`config.mk`:
```
export PLATFORM = sky130hd
export DESIGN_NAME = instr_encoder
export DESIGN_NICKNAME = d
export VERILOG_FILES = /design/src/rtl/instr_encoder.sv
export SDC_FILE = /design/constraint.sdc
export NUM_CORES = 1
export LEC_CHECK = 0
export BUFFER_PORTS_ARGS = -buffer_cell sky130_fd_sc_hd__buf_2
export CAP_MARGIN = 20
export CORE_ASPECT_RATIO = 1.75
export CORE_MARGIN = 3
export CORE_UTILIZATION = 35
export CTS_CLUSTER_SIZE = 10
export DETAILED_ROUTE_END_ITERATION = 8
export PLACE_DENSITY = 0.64
export SETUP_SLACK_MARGIN = 0.15
export SKIP_CTS_REPAIR_TIMING = 1
export SLEW_MARGIN = 40
export SYNTH_ARGS = -nofsm -noshare
export SYNTH_HDL_FRONTEND = slang
export SYNTH_SLANG_ARGS = --single-unit
```
`constraint.sdc`:
```
create_clock -name clk -period 8.5 [get_ports clk]
set_clock_uncertainty 0.05 [all_clocks]
set_input_delay 2.55 -clock clk [delete_from_list [all_inputs] [get_ports clk]]
set_output_delay 2.55 -clock clk [all_outputs]
set_load 0.01 [all_outputs]
```
`src/rtl/instr_encoder.sv`:
```
// MIPS32 instruction encoder: decoded op + operand fields -> 32-bit word with fetch address, via output FIFO.
// Optional re-decode self-check guarded by ENCODER_SELFCHECK_EN.

package instr_encoder_pkg;
  typedef enum logic [5:0] {
    OP_NOP, OP_SLL, OP_SRL, OP_SRA, OP_SLLV, OP_SRLV, OP_SRAV, OP_JR, OP_JALR,
    OP_SYSCALL, OP_BREAK, OP_MFHI, OP_MTHI, OP_MFLO, OP_MTLO,
    OP_MULT, OP_MULTU, OP_DIV, OP_DIVU,
    OP_ADD, OP_ADDU, OP_SUB, OP_SUBU, OP_AND, OP_OR, OP_XOR, OP_NOR, OP_SLT, OP_SLTU,
    OP_BLTZ, OP_BGEZ, OP_BLTZAL, OP_BGEZAL, OP_J, OP_JAL,
    OP_BEQ, OP_BNE, OP_BLEZ, OP_BGTZ,
    OP_ADDI, OP_ADDIU, OP_SLTI, OP_SLTIU, OP_ANDI, OP_ORI, OP_XORI, OP_LUI,
    OP_MFC0, OP_MTC0, OP_ERET, OP_MUL,
    OP_LB, OP_LH, OP_LW, OP_LBU, OP_LHU, OP_SB, OP_SH, OP_SW,
    OP_DECODE_ERROR
  } op_t;
endpackage

module instr_encoder
  import instr_encoder_pkg::*;
#(
  parameter int unsigned DEPTH     = 4,
  parameter logic [31:0] BASE_ADDR = 32'hBFC0_0000
) (
  input  logic        clk,
  input  logic        resetn,
  input  logic        flush,
  input  logic        in_valid,
  output logic        in_ready,
  input  op_t         in_op,
  input  logic [4:0]  in_rs,
  input  logic [4:0]  in_rt,
  input  logic [4:0]  in_rd,
  input  logic [4:0]  in_sa,
  input  logic [15:0] in_imm,
  input  logic [25:0] in_target,
  output logic        out_valid,
  input  logic        out_ready,
  output logic [31:0] out_instr,
  output logic [31:0] out_addr,
  output logic        out_err,
  output logic [31:0] count
);

  localparam int unsigned AW = (DEPTH > 1) ? $clog2(DEPTH) : 1;

  function automatic logic [31:0] fmt_r(input logic [4:0] rs, input logic [4:0] rt,
                                        input logic [4:0] rd, input logic [4:0] sa,
                                        input logic [5:0] fn);
    return {6'b000000, rs, rt, rd, sa, fn};
  endfunction

  function automatic logic [31:0] fmt_i(input logic [5:0] opc, input logic [4:0] rs,
                                        input logic [4:0] rt, input logic [15:0] imm);
    return {opc, rs, rt, imm};
  endfunction

  logic [31:0] w_word;
  logic        w_bad;
  logic        w_err;

  always_comb begin
    w_word = '0;
    w_bad  = 1'b0;
    case (in_op)
      OP_NOP:     w_word = '0;
      OP_SLL:     w_word = fmt_r(5'd0, in_rt, in_rd, in_sa, 6'h00);
      OP_SRL:     w_word = fmt_r(5'd0, in_rt, in_rd, in_sa, 6'h02);
      OP_SRA:     w_word = fmt_r(5'd0, in_rt, in_rd, in_sa, 6'h03);
      OP_SLLV:    w_word = fmt_r(in_rs, in_rt, in_rd, 5'd0, 6'h04);
      OP_SRLV:    w_word = fmt_r(in_rs, in_rt, in_rd, 5'd0, 6'h06);
      OP_SRAV:    w_word = fmt_r(in_rs, in_rt, in_rd, 5'd0, 6'h07);
      OP_JR:      w_word = fmt_r(in_rs, 5'd0, 5'd0, 5'd0, 6'h08);
      OP_JALR:    w_word = fmt_r(in_rs, 5'd0, in_rd, 5'd0, 6'h09);
      OP_SYSCALL: w_word = {6'b000000, in_target[19:0], 6'h0C};
      OP_BREAK:   w_word = {6'b000000, in_target[19:0], 6'h0D};
      OP_MFHI:    w_word = fmt_r(5'd0, 5'd0, in_rd, 5'd0, 6'h10);
      OP_MTHI:    w_word = fmt_r(in_rs, 5'd0, 5'd0, 5'd0, 6'h11);
      OP_MFLO:    w_word = fmt_r(5'd0, 5'd0, in_rd, 5'd0, 6'h12);
      OP_MTLO:    w_word = fmt_r(in_rs, 5'd0, 5'd0, 5'd0, 6'h13);
      OP_MULT:    w_word = fmt_r(in_rs, in_rt, 5'd0, 5'd0, 6'h18);
      OP_MULTU:   w_word = fmt_r(in_rs, in_rt, 5'd0, 5'd0, 6'h19);
      OP_DIV:     w_word = fmt_r(in_rs, in_rt, 5'd0, 5'd0, 6'h1A);
      OP_DIVU:    w_word = fmt_r(in_rs, in_rt, 5'd0, 5'd0, 6'h1B);
      OP_ADD:     w_word = fmt_r(in_rs, in_rt, in_rd, 5'd0, 6'h20);
      OP_ADDU:    w_word = fmt_r(in_rs, in_rt, in_rd, 5'd0, 6'h21);
      OP_SUB:     w_word = fmt_r(in_rs, in_rt, in_rd, 5'd0, 6'h22);
      OP_SUBU:    w_word = fmt_r(in_rs, in_rt, in_rd, 5'd0, 6'h23);
      OP_AND:     w_word = fmt_r(in_rs, in_rt, in_rd, 5'd0, 6'h24);
      OP_OR:      w_word = fmt_r(in_rs, in_rt, in_rd, 5'd0, 6'h25);
      OP_XOR:     w_word = fmt_r(in_rs, in_rt, in_rd, 5'd0, 6'h26);
      OP_NOR:     w_word = fmt_r(in_rs, in_rt, in_rd, 5'd0, 6'h27);
      OP_SLT:     w_word = fmt_r(in_rs, in_rt, in_rd, 5'd0, 6'h2A);
      OP_SLTU:    w_word = fmt_r(in_rs, in_rt, in_rd, 5'd0, 6'h2B);
      OP_BLTZ:    w_word = fmt_i(6'h01, in_rs, 5'b00000, in_imm);
      OP_BGEZ:    w_word = fmt_i(6'h01, in_rs, 5'b00001, in_imm);
      OP_BLTZAL:  w_word = fmt_i(6'h01, in_rs, 5'b10000, in_imm);
      OP_BGEZAL:  w_word = fmt_i(6'h01, in_rs, 5'b10001, in_imm);
      OP_J:       w_word = {6'h02, in_target};
      OP_JAL:     w_word = {6'h03, in_target};
      OP_BEQ:     w_word = fmt_i(6'h04, in_rs, in_rt, in_imm);
      OP_BNE:     w_word = fmt_i(6'h05, in_rs, in_rt, in_imm);
      OP_BLEZ:    w_word = fmt_i(6'h06, in_rs, 5'd0, in_imm);
      OP_BGTZ:    w_word = fmt_i(6'h07, in_rs, 5'd0, in_imm);
      OP_ADDI:    w_word = fmt_i(6'h08, in_rs, in_rt, in_imm);
      OP_ADDIU:   w_word = fmt_i(6'h09, in_rs, in_rt, in_imm);
      OP_SLTI:    w_word = fmt_i(6'h0A, in_rs, in_rt, in_imm);
      OP_SLTIU:   w_word = fmt_i(6'h0B, in_rs, in_rt, in_imm);
      OP_ANDI:    w_word = fmt_i(6'h0C, in_rs, in_rt, in_imm);
      OP_ORI:     w_word = fmt_i(6'h0D, in_rs, in_rt, in_imm);
      OP_XORI:    w_word = fmt_i(6'h0E, in_rs, in_rt, in_imm);
      OP_LUI:     w_word = fmt_i(6'h0F, 5'd0, in_rt, in_imm);
      OP_MFC0:    w_word = {6'h10, 5'b00000, in_rt, in_rd, 8'h00, in_sa[2:0]};
      OP_MTC0:    w_word = {6'h10, 5'b00100, in_rt, in_rd, 8'h00, in_sa[2:0]};
      OP_ERET:    w_word = 32'h4200_0018;
      OP_MUL:     w_word = {6'h1C, in_rs, in_rt, in_rd, 5'd0, 6'h02};
      OP_LB:      w_word = fmt_i(6'h20, in_rs, in_rt, in_imm);
      OP_LH:      w_word = fmt_i(6'h21, in_rs, in_rt, in_imm);
      OP_LW:      w_word = fmt_i(6'h23, in_rs, in_rt, in_imm);
      OP_LBU:     w_word = fmt_i(6'h24, in_rs, in_rt, in_imm);
      OP_LHU:     w_word = fmt_i(6'h25, in_rs, in_rt, in_imm);
      OP_SB:      w_word = fmt_i(6'h28, in_rs, in_rt, in_imm);
      OP_SH:      w_word = fmt_i(6'h29, in_rs, in_rt, in_imm);
      OP_SW:      w_word = fmt_i(6'h2B, in_rs, in_rt, in_imm);
      default: begin
        w_word = '0;
        w_bad  = 1'b1;
      end
    endcase
  end

`ifdef ENCODER_SELFCHECK_EN
  // Fetch-stage decoder; rejects words whose must-be-zero fields are set.
  function automatic op_t decode_word(input logic [31:0] w);
    logic [5:0] opc;
    logic [5:0] fn;
    logic [4:0] rs;
    logic [4:0] rt;
    logic [4:0] rd;
    logic [4:0] sa;
    op_t        op;
    opc = w[31:26];
    rs  = w[25:21];
    rt  = w[20:16];
    rd  = w[15:11];
    sa  = w[10:6];
    fn  = w[5:0];
    op  = OP_DECODE_ERROR;
    case (opc)
      6'h00: begin
        case (fn)
          6'h00: if (rs == '0) op = (rd == '0) ? OP_NOP : OP_SLL;
          6'h02: if (rs == '0) op = OP_SRL;
          6'h03: if (rs == '0) op = OP_SRA;
          6'h04: if (sa == '0) op = OP_SLLV;
          6'h06: if (sa == '0) op = OP_SRLV;
          6'h07: if (sa == '0) op = OP_SRAV;
          6'h08: if (rt == '0 && rd == '0 && sa == '0) op = OP_JR;
          6'h09: if (rt == '0 && sa == '0) op = OP_JALR;
          6'h0C: op = OP_SYSCALL;
          6'h0D: op = OP_BREAK;
          6'h10: if (rs == '0 && rt == '0 && sa == '0) op = OP_MFHI;
          6'h11: if (rt == '0 && rd == '0 && sa == '0) op = OP_MTHI;
          6'h12: if (rs == '0 && rt == '0 && sa == '0) op = OP_MFLO;
          6'h13: if (rt == '0 && rd == '0 && sa == '0) op = OP_MTLO;
          6'h18: if (rd == '0 && sa == '0) op = OP_MULT;
          6'h19: if (rd == '0 && sa == '0) op = OP_MULTU;
          6'h1A: if (rd == '0 && sa == '0) op = OP_DIV;
          6'h1B: if (rd == '0 && sa == '0) op = OP_DIVU;
          6'h20: if (sa == '0) op = OP_ADD;
          6'h21: if (sa == '0) op = OP_ADDU;
          6'h22: if (sa == '0) op = OP_SUB;
          6'h23: if (sa == '0) op = OP_SUBU;
          6'h24: if (sa == '0) op = OP_AND;
          6'h25: if (sa == '0) op = OP_OR;
          6'h26: if (sa == '0) op = OP_XOR;
          6'h27: if (sa == '0) op = OP_NOR;
          6'h2A: if (sa == '0) op = OP_SLT;
          6'h2B: if (sa == '0) op = OP_SLTU;
          default: op = OP_DECODE_ERROR;
        endcase
      end
      6'h01: begin
        case (rt)
          5'b00000: op = OP_BLTZ;
          5'b00001: op = OP_BGEZ;
          5'b10000: op = OP_BLTZAL;
          5'b10001: op = OP_BGEZAL;
          default:  op = OP_DECODE_ERROR;
        endcase
      end
      6'h02: op = OP_J;
      6'h03: op = OP_JAL;
      6'h04: op = OP_BEQ;
      6'h05: op = OP_BNE;
      6'h06: if (rt == '0) op = OP_BLEZ;
      6'h07: if (rt == '0) op = OP_BGTZ;
      6'h08: op = OP_ADDI;
      6'h09: op = OP_ADDIU;
      6'h0A: op = OP_SLTI;
      6'h0B: op = OP_SLTIU;
      6'h0C: op = OP_ANDI;
      6'h0D: op = OP_ORI;
      6'h0E: op = OP_XORI;
      6'h0F: if (rs == '0) op = OP_LUI;
      6'h10: begin
        if (w == 32'h4200_0018)                    op = OP_ERET;
        else if (w[10:3] == '0 && rs == 5'b00000)  op = OP_MFC0;
        else if (w[10:3] == '0 && rs == 5'b00100)  op = OP_MTC0;
      end
      6'h1C: if (sa == '0 && fn == 6'h02) op = OP_MUL;
      6'h20: op = OP_LB;
      6'h21: op = OP_LH;
      6'h23: op = OP_LW;
      6'h24: op = OP_LBU;
      6'h25: op = OP_LHU;
      6'h28: op = OP_SB;
      6'h29: op = OP_SH;
      6'h2B: op = OP_SW;
      default: op = OP_DECODE_ERROR;
    endcase
    return op;
  endfunction

  assign w_err = w_bad | (decode_word(w_word) != in_op);
`else
  assign w_err = w_bad;
`endif

  logic [31:0]    r_instr_mem [DEPTH];
  logic [31:0]    r_addr_mem  [DEPTH];
  logic [DEPTH-1:0] r_err_mem;
  logic [AW-1:0]  r_wr_ptr;
  logic [AW-1:0]  r_rd_ptr;
  logic [AW:0]    r_occ;
  logic [31:0]    r_addr_ptr;
  logic [31:0]    r_count;

  logic w_full;
  logic w_empty;
  logic w_push;
  logic w_pop;

  assign w_full  = (r_occ == (AW+1)'(DEPTH));
  assign w_empty = (r_occ == '0);
  // Flush discards both handshakes; in_ready itself is left as computed.
  assign w_push  = in_valid & ~w_full & ~flush;
  assign w_pop   = ~w_empty & out_ready & ~flush;

  always_ff @(posedge clk) begin
    if (!resetn) begin
      r_wr_ptr   <= '0;
      r_rd_ptr   <= '0;
      r_occ      <= '0;
      r_addr_ptr <= BASE_ADDR;
      r_count    <= '0;
    end else if (flush) begin
      r_wr_ptr   <= '0;
      r_rd_ptr   <= '0;
      r_occ      <= '0;
      r_addr_ptr <= BASE_ADDR;
      r_count    <= '0;
    end else begin
      if (w_push) begin
        r_wr_ptr   <= r_wr_ptr + AW'(1);
        r_addr_ptr <= r_addr_ptr + 32'd4;
      end
      if (w_pop) begin
        r_rd_ptr <= r_rd_ptr + AW'(1);
        r_count  <= r_count + 32'd1;
      end
      case ({w_push, w_pop})
        2'b10:   r_occ <= r_occ + (AW+1)'(1);
        2'b01:   r_occ <= r_occ - (AW+1)'(1);
        default: r_occ <= r_occ;
      endcase
    end
  end

  always_ff @(posedge clk) begin
    if (w_push) begin
      r_instr_mem[r_wr_ptr] <= w_word;
      r_addr_mem[r_wr_ptr]  <= r_addr_ptr;
      r_err_mem[r_wr_ptr]   <= w_err;
    end
  end

  // Empty FIFO presents a zero word tagged with the next address to be assigned.
  always_comb begin
    in_ready  = ~w_full;
    out_valid = ~w_empty;
    count     = r_count;
    if (w_empty) begin
      out_instr = '0;
      out_addr  = r_addr_ptr;
      out_err   = 1'b0;
    end else begin
      out_instr = r_instr_mem[r_rd_ptr];
      out_addr  = r_addr_mem[r_rd_ptr];
      out_err   = r_err_mem[r_rd_ptr];
    end
  end

endmodule

```
==> flow_summary.json, run 1 <==
{
  "synth_compound_area_share_pct": 6.91,
  "ys.warnings.count": 0,
  "finalNonFillerCells": 1767,
  "die_area_um2": 43900,
  "total_power_mw": 3.37,
  "cts_buffer_depth": 3,
  "drtIter0Drc": 636,
  "cts-buffers-inserted": 38,
  "synth_edf_count": 252,
  "synthAdderAreaFrac_pct": 0.744,
  "netlist.area_leader.share_pct": 52.4,
  "synthTopCellsByCount": "edfxtp_1, nor2_1, dfxtp_1",
  "wl_per_cell_um": 20.3,
  "via_per_inst": 5.31,
  "layout_setup_ws_ns": 3.16,
  "design_area_um2": 17000,
  "cap_viol_max_count": 0,
  "yosysSeqAreaShare_pct": 62.2,
  "dieWidth_um": 160,
  "period_share_pct": 62.8,
  "arrival_ns": 2.74,
  "criticalPathCategory": "flip-flop to primary output",
  "synth_area_per_cell_um2": 13.9,
  "crit_buf_inv": 2,
  "ir_drop_uv": 115,
  "synth_top_family_by_area": "simple AND/OR/NAND/NOR gates",
  "totalWireLength_um": 35800,
  "relSlewSlack_pct": 47.8,
  "drc_errors": 0,
  "synth_area_um2": 14500,
  "setup_viol": 0,
  "overflow": 0,
  "drtPass1Iterations": 5,
  "dp_cells": 1702,
  "end_kind": "primary output",
  "drive_gt1_share_pct": 27.6,
  "ant_nets": 0,
  "muxShareOfSynthArea_pct": 11.9,
  "root_buffer": "clkbuf_16",
  "critPathTopFamily": "multiplexers",
  "numPortBuffers": 169,
  "syn2layout_area_growth_pct": 17.3,
  "async_flop_share_pct": 0,
  "initial_core_util_pct": 35.8,
  "grt_util_all_layers_pct": 16.2,
  "gp_congestion": 0.916,
  "maxSlewViolCount": 0,
  "rsz0062_at_grt": "false",
  "p_per_area_nw_per_um2": 199,
  "rr_startpoint": "r_occ[0]$_SDFFE_PP0P_",
  "ys_types": 66,
  "clk_latency_ns": 0.53,
  "hold_violations": 0,
  "grt_pass1_wl_um": 55900,
  "max_stage_delay_ns": 0.61,
  "slowest_stage": "dfxtp_4",
  "cts_tree": "done",
  "antenna_found_initial": 0,
  "fp.dieH_um": 275,
  "yosysMostFrequentCell": "edfxtp_1",
  "ys.flop_type": "edfxtp_1",
  "synth_simple_gate_area_share_pct": 12.1,
  "n_antenna_cell": 0,
  "period_minus_slack_ns": 5.34,
  "rows": 97,
  "h-tree-depth": 2,
  "path_cells": "buf_4 > mux4_2 > mux2_2 > buf_2",
  "dp_hpwl_um": 23700,
  "grt_pass1_vias": 9637,
  "pin_count": 172,
  "synth_xor_area_share_pct": 3.51,
  "startpoint_type": "flip-flop",
  "status": "complete, no violations",
  "place_area_um2": 15800,
  "design.core.area_um2": 40400,
  "path_clk_slew_ns": 0.06,
  "vias": 9374,
  "cts_sinks": 323,
  "crit_required_ns": 5.90,
  "dp_slack_ns": 3.27,
  "fin_tns_setup_ns": 0,
  "ys_ff_latch": 323,
  "nets": 1281,
  "synthTopCellsByArea": "edfxtp_1, dfxtp_1, mux4_2",
  "max_clock_freq_ghz": 0.187,
  "hp-class": "flip-flop to flip-flop",
  "power.leakage_nw": 5.92,
  "worstMarginPinSlew_ns": 0.775,
  "synth_top_area_cell": "edfxtp_1",
  "hp-start": "r_wr_ptr[1]$_SDFFE_PP0P_",
  "syn_inst": 1040,
  "grt_max_degree": 63,
  "path_max_fanout": 27
}
worst register-to-register path, stage by stage (launching register included):
cell and delay (ns):
dfxtp_1 0.35, or3b_2 0.62, and2_1 0.24, inv_1 0.13, ha_1 0.20, inv_1 0.06, fa_1 0.37, xor2_1 0.16
or3_1 0.30, a21oi_1 0.14
cell usage in the layout (no fill, tap or decap), types with 9 or more instances in the layout:
master     netlist  layout
clkbuf_16        0      39
nand2_1         50      50
nor3_1          16      16
a221o_1         13      13
nand4_1         31      31
a22oi_1          9       9
clkbuf_1        36      21
buf_4            3      12
edfxtp_1       252     252
xnor2_1         14      14
mux2_2          26      26
nand2b_1        16      15
nand3_1         26      26
and3_1          16      12
a21oi_1         24      24
buf_2           21     169
o21ai_0         39      39
nor2_1          85      85
inv_1           24      24
and2_1          39      39
xor2_1          44      44
a22o_1          13      13
dfxtp_1         71      69
mux4_2          63      63
power breakdown:
part | internal (mW) | leakage, nW | switching (mW)
combinational | 0.0666 | 2.48 | 0.119
clock | 0.849 | 0.519 | 0.606
sequential | 1.72 | 2.91 | 0.00503
per-layer routing:
metal	vias up	GRT usage [%]	share of wire (%)	wire [um]
met3	71	2.34	4.8	1710
met5	-	0	0	0
met1	4692	17.8	37	13200
met2	316	31.1	55	19600
met4	0	6.43	3.6	1300
li1	4295	-	-	-
cells by family after synthesis:
kind of cell	count (synthesis)
simple gates	327
flops	323
compound gates	143
mux	90
buf+inv	90
xor+xnor	58
fa+ha+maj	8
other cells	1
final timing paths:
| kind | to | cells past startpoint | slack, ns |
|---|---|---|---|
| max | out_addr[24] | 4 | 3.16 |
| min | r_wr_ptr[1]$_SDFFE_PP0P_ | 2 | 0.45 |
| min reg2reg | r_wr_ptr[1]$_SDFFE_PP0P_ | 2 | 0.45 |
| max reg2reg | r_occ[2]$_SDFFE_PP0P_ | 9 | 5.82 |
registers in the layout (all words and copies together) (netlist names), named ones only:
signal and flops:
count 32, r_addr_mem 120, r_addr_ptr 30, r_err_mem 4, r_instr_mem 128, r_occ 3, r_rd_ptr 2, r_wr_ptr 2
final cells by class:
type	count	area, um^2
clock inverters	3	40.0
flip-flops and latches	323	8990
well taps	544	681
fillers	3704	23500
clock buffers	60	1050
repair buffers	184	975
inverters	25	93.8
multi-input cells	628	5120
stage by stage:
stage | utilization [%] | hold WS (ns)
2_1_floorplan | - | 0.419
3_3_place_gp | 39.1 | 0.435
3_5_place_dp | 39.2 | 0.450
4_1_cts | 41.9 | 0.457
5_1_grt | 42.0 | 0.490
6_report | 42.0 | 0.452
Note: power is estimated with default switching activity, not from simulation.
==> inputs of run 2 (changes only) <==
==> constraint.sdc (replaced) <==
create_clock -name clk -period 5.14 [get_ports clk]
set_clock_uncertainty 0.05 [all_clocks]
set_input_delay 1.542 -clock clk [delete_from_list [all_inputs] [get_ports clk]]
set_output_delay 1.542 -clock clk [all_outputs]
set_load 0.01 [all_outputs]
==> flow_summary.json, run 2 (synthesized netlist as in run 1, its figures left out) <==
{
  "finalNonFillerCells": 1775,
  "p_comb_share_pct": 5.6,
  "setup_viol": 0,
  "largest_reg_flops": 128,
  "p_int_mw": 4.40,
  "grt_max_degree": 47,
  "p_per_area_nw_per_um2": 328,
  "drtIter0Drc": 576,
  "dieWidth_um": 160,
  "fin_tns_setup_ns": 0,
  "numPortBuffers": 169,
  "grt_util_all_layers_pct": 17.2,
  "clkPwrFrac_pct": 43.3,
  "die_area_um2": 43900,
  "rsz0062_at_grt": "false",
  "relSlewSlack_pct": 50.6,
  "cts_sinks": 323,
  "path_clk_slew_ns": 0.05,
  "final_core_util_pct": 42.1,
  "drtPass1Iterations": 4,
  "crit_required_ns": 3.55,
  "pwr-share-seq_pct": 51.1,
  "slowest_stage": "dfxtp_4",
  "layout_setup_ws_ns": 1.04,
  "gp_congestion": 0.884,
  "dp_slack_ns": 1.10,
  "maxSlewViolCount": 0,
  "clk_latency_ns": 0.53,
  "path_max_fanout": 17,
  "drc_errors": 0,
  "rows": 97,
  "overflow": 0,
  "period_minus_slack_ns": 4.10,
  "switching_share_pct": 21.3,
  "path_cells": "buf_4 > mux4_2 > mux2_2 > buf_2",
  "multiInputGateArea_um2": 5110,
  "grt_pass1_wl_um": 58600,
  "design.core.area_um2": 40400,
  "power.leakage_nw": 5.95,
  "initial_core_util_pct": 35.8,
  "critPathTopFamily": "multiplexers",
  "drive_gt1_share_pct": 27.5,
  "worstMarginPinSlew_ns": 0.734,
  "end_kind": "primary output",
  "nets": 1283,
  "arrival_ns": 2.50,
  "layout_commonest_cell": "edfxtp_1",
  "criticalPathCategory": "flip-flop to primary output",
  "power.switching_mw": 1.19,
  "grt_pass1_vias": 9739,
  "max_clock_freq_ghz": 0.244,
  "cts_tree": "done",
  "final_cell_mix": "edfxtp_1, buf_2, nor2_1",
  "fill_cells": 3756,
  "dp_cells": 1706,
  "startpoint_type": "flip-flop",
  "cts-buffers-inserted": 38,
  "max_stage_delay_ns": 0.56,
  "ir_drop_uv": 267,
  "antenna_found_initial": 0,
  "totalWireLength_um": 38100,
  "regArea_um2": 8990,
  "regMostFlops": "r_instr_mem",
  "root_buffer": "clkbuf_16",
  "status": "complete, no violations",
  "hp-class": "flip-flop to flip-flop",
  "n_antenna_cell": 0,
  "crit_buf_inv": 2,
  "vias": 9369,
  "fp.dieH_um": 275,
  "cts_buffer_depth": 3,
  "rrSetupSlack_ns": 2.44,
  "ant_nets": 0,
  "dp_hpwl_um": 26200,
  "wl_per_cell_um": 21.5,
  "pin_count": 172,
  "period_share_pct": 79.7,
  "syn2layout_area_growth_pct": 17.8,
  "h-tree-depth": 2,
  "hold_violations": 0,
  "via_per_inst": 5.28,
  "total_power_mw": 5.59,
  "cap_viol_max_count": 0
}
[run 2: final cells by class]
class,count,share of cell area (%)
flip-flops and latches,323,52.8
multi-input cells,628,30.0
clock buffers,65,6.18
repair buffers,186,6.08
well taps,544,4.00
inverters,25,0.551
clock inverters,4,0.375
[run 2: worst paths after layout]
| check | cells after the start | endpoint | from |
|---|---|---|---|
| max | 4 | out_addr[20] | flip-flop |
| min | 2 | r_wr_ptr[1]$_SDFFE_PP0P_ | r_wr_ptr[1]$_SDFFE_PP0P_ |
| max reg2reg | 9 | r_occ[2]$_SDFFE_PP0P_ | r_occ[2]$_SDFFE_PP0P_ |
| min reg2reg | 2 | r_wr_ptr[1]$_SDFFE_PP0P_ | r_wr_ptr[1]$_SDFFE_PP0P_ |
[run 2: worst min-delay path, delay by kind of cell, from the launching register on]
kind             cells  cell delay (ns)
AO/OA/AOI/OAI        1             0.05
flip-flops           1             0.33
AND/OR/NAND/NOR      1             0.06
[run 2: per-layer routing]
layer | up-vias | track usage (%) | wire (um)
met4 | 0 | 7.66 | 1660
met3 | 74 | 2.14 | 1430
met2 | 279 | 32.9 | 21100
met1 | 4704 | 19.0 | 14000
met5 | - | 0 | 0
li1 | 4312 | - | -
[run 2: per-stage QoR]
stage	hold slack, ns	cell area (um^2)
floorplan	0.419	14500
global placement	0.433	15900
detailed placement	0.451	15900
finish	0.452	17000
global route	0.492	17000
CTS	0.458	17000
[run 2: power by group through the flow]
stage / clock network, mW / logic (mW) / registers (mW)
detailed placement: 0 / 0.315 / 2.91
CTS: 2.50 / 0.316 / 2.86
finish: 2.42 / 0.312 / 2.86
global placement: 0 / 0.314 / 2.91
floorplan: 0 / 0.188 / 2.91
global route: 2.60 / 0.341 / 2.86
==> inputs of run 3 (changes only) <==
==> constraint.sdc (replaced) <==
create_clock -name clk -period 4.2 [get_ports clk]
set_clock_uncertainty 0.05 [all_clocks]
set_input_delay 1.26 -clock clk [delete_from_list [all_inputs] [get_ports clk]]
set_output_delay 1.26 -clock clk [all_outputs]
set_load 0.01 [all_outputs]
==> flow_summary.json, run 3 (synthesized netlist as in run 1, its figures left out) <==
{
  "status": "complete, no violations",
  "drc_errors": 0,
  "dp_hpwl_um": 26200,
  "cts-buffers-inserted": 38,
  "rows": 97,
  "startpoint_type": "flip-flop",
  "ant_nets": 0,
  "final_cell_mix": "edfxtp_1, buf_2, nor2_1",
  "numPortBuffers": 169,
  "nets": 1298,
  "fin_tns_setup_ns": 0,
  "cts_buffer_depth": 3,
  "drtIter0Drc": 486,
  "vias": 9424,
  "h-tree-depth": 2,
  "total_power_mw": 6.79,
  "cts_tree": "done",
  "cts_sinks": 323,
  "period_minus_slack_ns": 3.80,
  "relSlewSlack_pct": 51.1,
  "totalWireLength_um": 37600,
  "grt_pass1_wl_um": 57900,
  "grt_util_all_layers_pct": 17.0,
  "grt_max_degree": 45,
  "rr_startpoint": "r_occ[2]$_SDFFE_PP0P_",
  "r2r-end": "r_occ[2]$_SDFFE_PP0P_",
  "setup_viol": 0,
  "drive_gt1_share_pct": 28.6,
  "hp-class": "flip-flop to flip-flop",
  "r2r_cells": 9,
  "place_area_um2": 16000,
  "holdPathStages": 2,
  "path_max_fanout": 44,
  "cap_viol_max_count": 0,
  "wl_per_cell_um": 21.1,
  "path_clk_slew_ns": 0.06,
  "maxSlewViolCount": 0,
  "clk_latency_ns": 0.53,
  "design.core.area_um2": 40400,
  "rrSetupSlack_ns": 1.52,
  "worstMarginPinSlew_ns": 0.730,
  "regMostFlops": "r_instr_mem",
  "syn2layout_area_growth_pct": 18.4,
  "criticalPathCategory": "flip-flop to primary output",
  "arrival_ns": 2.49,
  "fp.dieH_um": 275,
  "antenna_found_initial": 0,
  "p_per_area_nw_per_um2": 397,
  "hold_violations": 0,
  "grt_pass1_vias": 9757,
  "drtPass1Iterations": 5,
  "ir_drop_uv": 284,
  "dieWidth_um": 160,
  "die_area_um2": 43900,
  "crit_required_ns": 2.89,
  "design_area_um2": 17100,
  "initial_core_util_pct": 35.8,
  "root_buffer": "clkbuf_16",
  "n_antenna_cell": 0,
  "power.leakage_nw": 6.01,
  "holdPathEnd": "r_wr_ptr[1]$_SDFFE_PP0P_",
  "gp_congestion": 0.888,
  "max_clock_freq_ghz": 0.263,
  "overflow": 0,
  "end_kind": "primary output",
  "via_per_inst": 5.29,
  "hp-start": "r_wr_ptr[1]$_SDFFE_PP0P_",
  "period_share_pct": 90.4,
  "largest_reg_flops": 128,
  "pin_count": 172,
  "rsz0062_at_grt": "false",
  "layout_commonest_cell": "edfxtp_1"
}
-- run 3: final cells by class --
| cell class | count | area (um^2) |
|---|---|---|
| clock buffers | 55 | 1010 |
| clock inverters | 5 | 73.8 |
| fillers | 3717 | 23300 |
| inverters | 25 | 93.8 |
| multi-input cells | 628 | 5110 |
| flip-flops and latches | 323 | 8990 |
| well taps | 544 | 681 |
| repair buffers | 201 | 1140 |
-- run 3: worst max-delay path by stage --
stage | slack, ns | endpoint | cells after the start | start
after CTS | 0.33 | out_addr[22] | 4 | flip-flop
final | 0.40 | out_addr[29] | 4 | r_occ[2]$_SDFFE_PP0P_
after global routing | 0.27 | out_addr[22] | 4 | flip-flop
after floorplan | 0.67 | r_addr_mem[0][10]$_DFFE_PP_ | 2 | in_valid
after detailed placement | 0.54 | r_instr_mem[3][18]$_DFFE_PP_ | 6 | in_op[2]
after global placement | 0.56 | r_instr_mem[2][18]$_DFFE_PP_ | 6 | in_op[2]
-- run 3: metal layers --
metal	GRT usage (%)	share of wire, %	vias to the layer above
met5	0	0	-
met4	7.40	4.1	0
met3	2.27	4.2	86
met2	32.7	55	318
met1	18.6	37	4694
li1	-	-	4326
-- run 3: critical path, stage by stage (launching register included) --
cell and delay [ns]:
dfxtp_1 0.34, or3_2 0.66, buf_4 0.36, o21ai_0 0.37
buf_2 0.20
-- run 3: through the flow --
stage / hold WS [ns] / util, % / setup slack (ns) / std cells
2_1_floorplan: 0.419 / - / 0.666 / 1041
5_1_grt: 0.493 / 42.3 / 0.269 / 1781
3_5_place_dp: 0.443 / 39.6 / 0.538 / 1721
6_report: 0.450 / 42.3 / 0.403 / 1781
3_3_place_gp: 0.437 / 39.6 / 0.564 / 1721
4_1_cts: 0.452 / 42.3 / 0.326 / 1781
-- run 3: where the power goes --
group	total (mW)	switching, mW	internal [mW]
clock network	2.90	1.22	1.68
registers	3.50	0.0106	3.48
logic	0.394	0.249	0.145
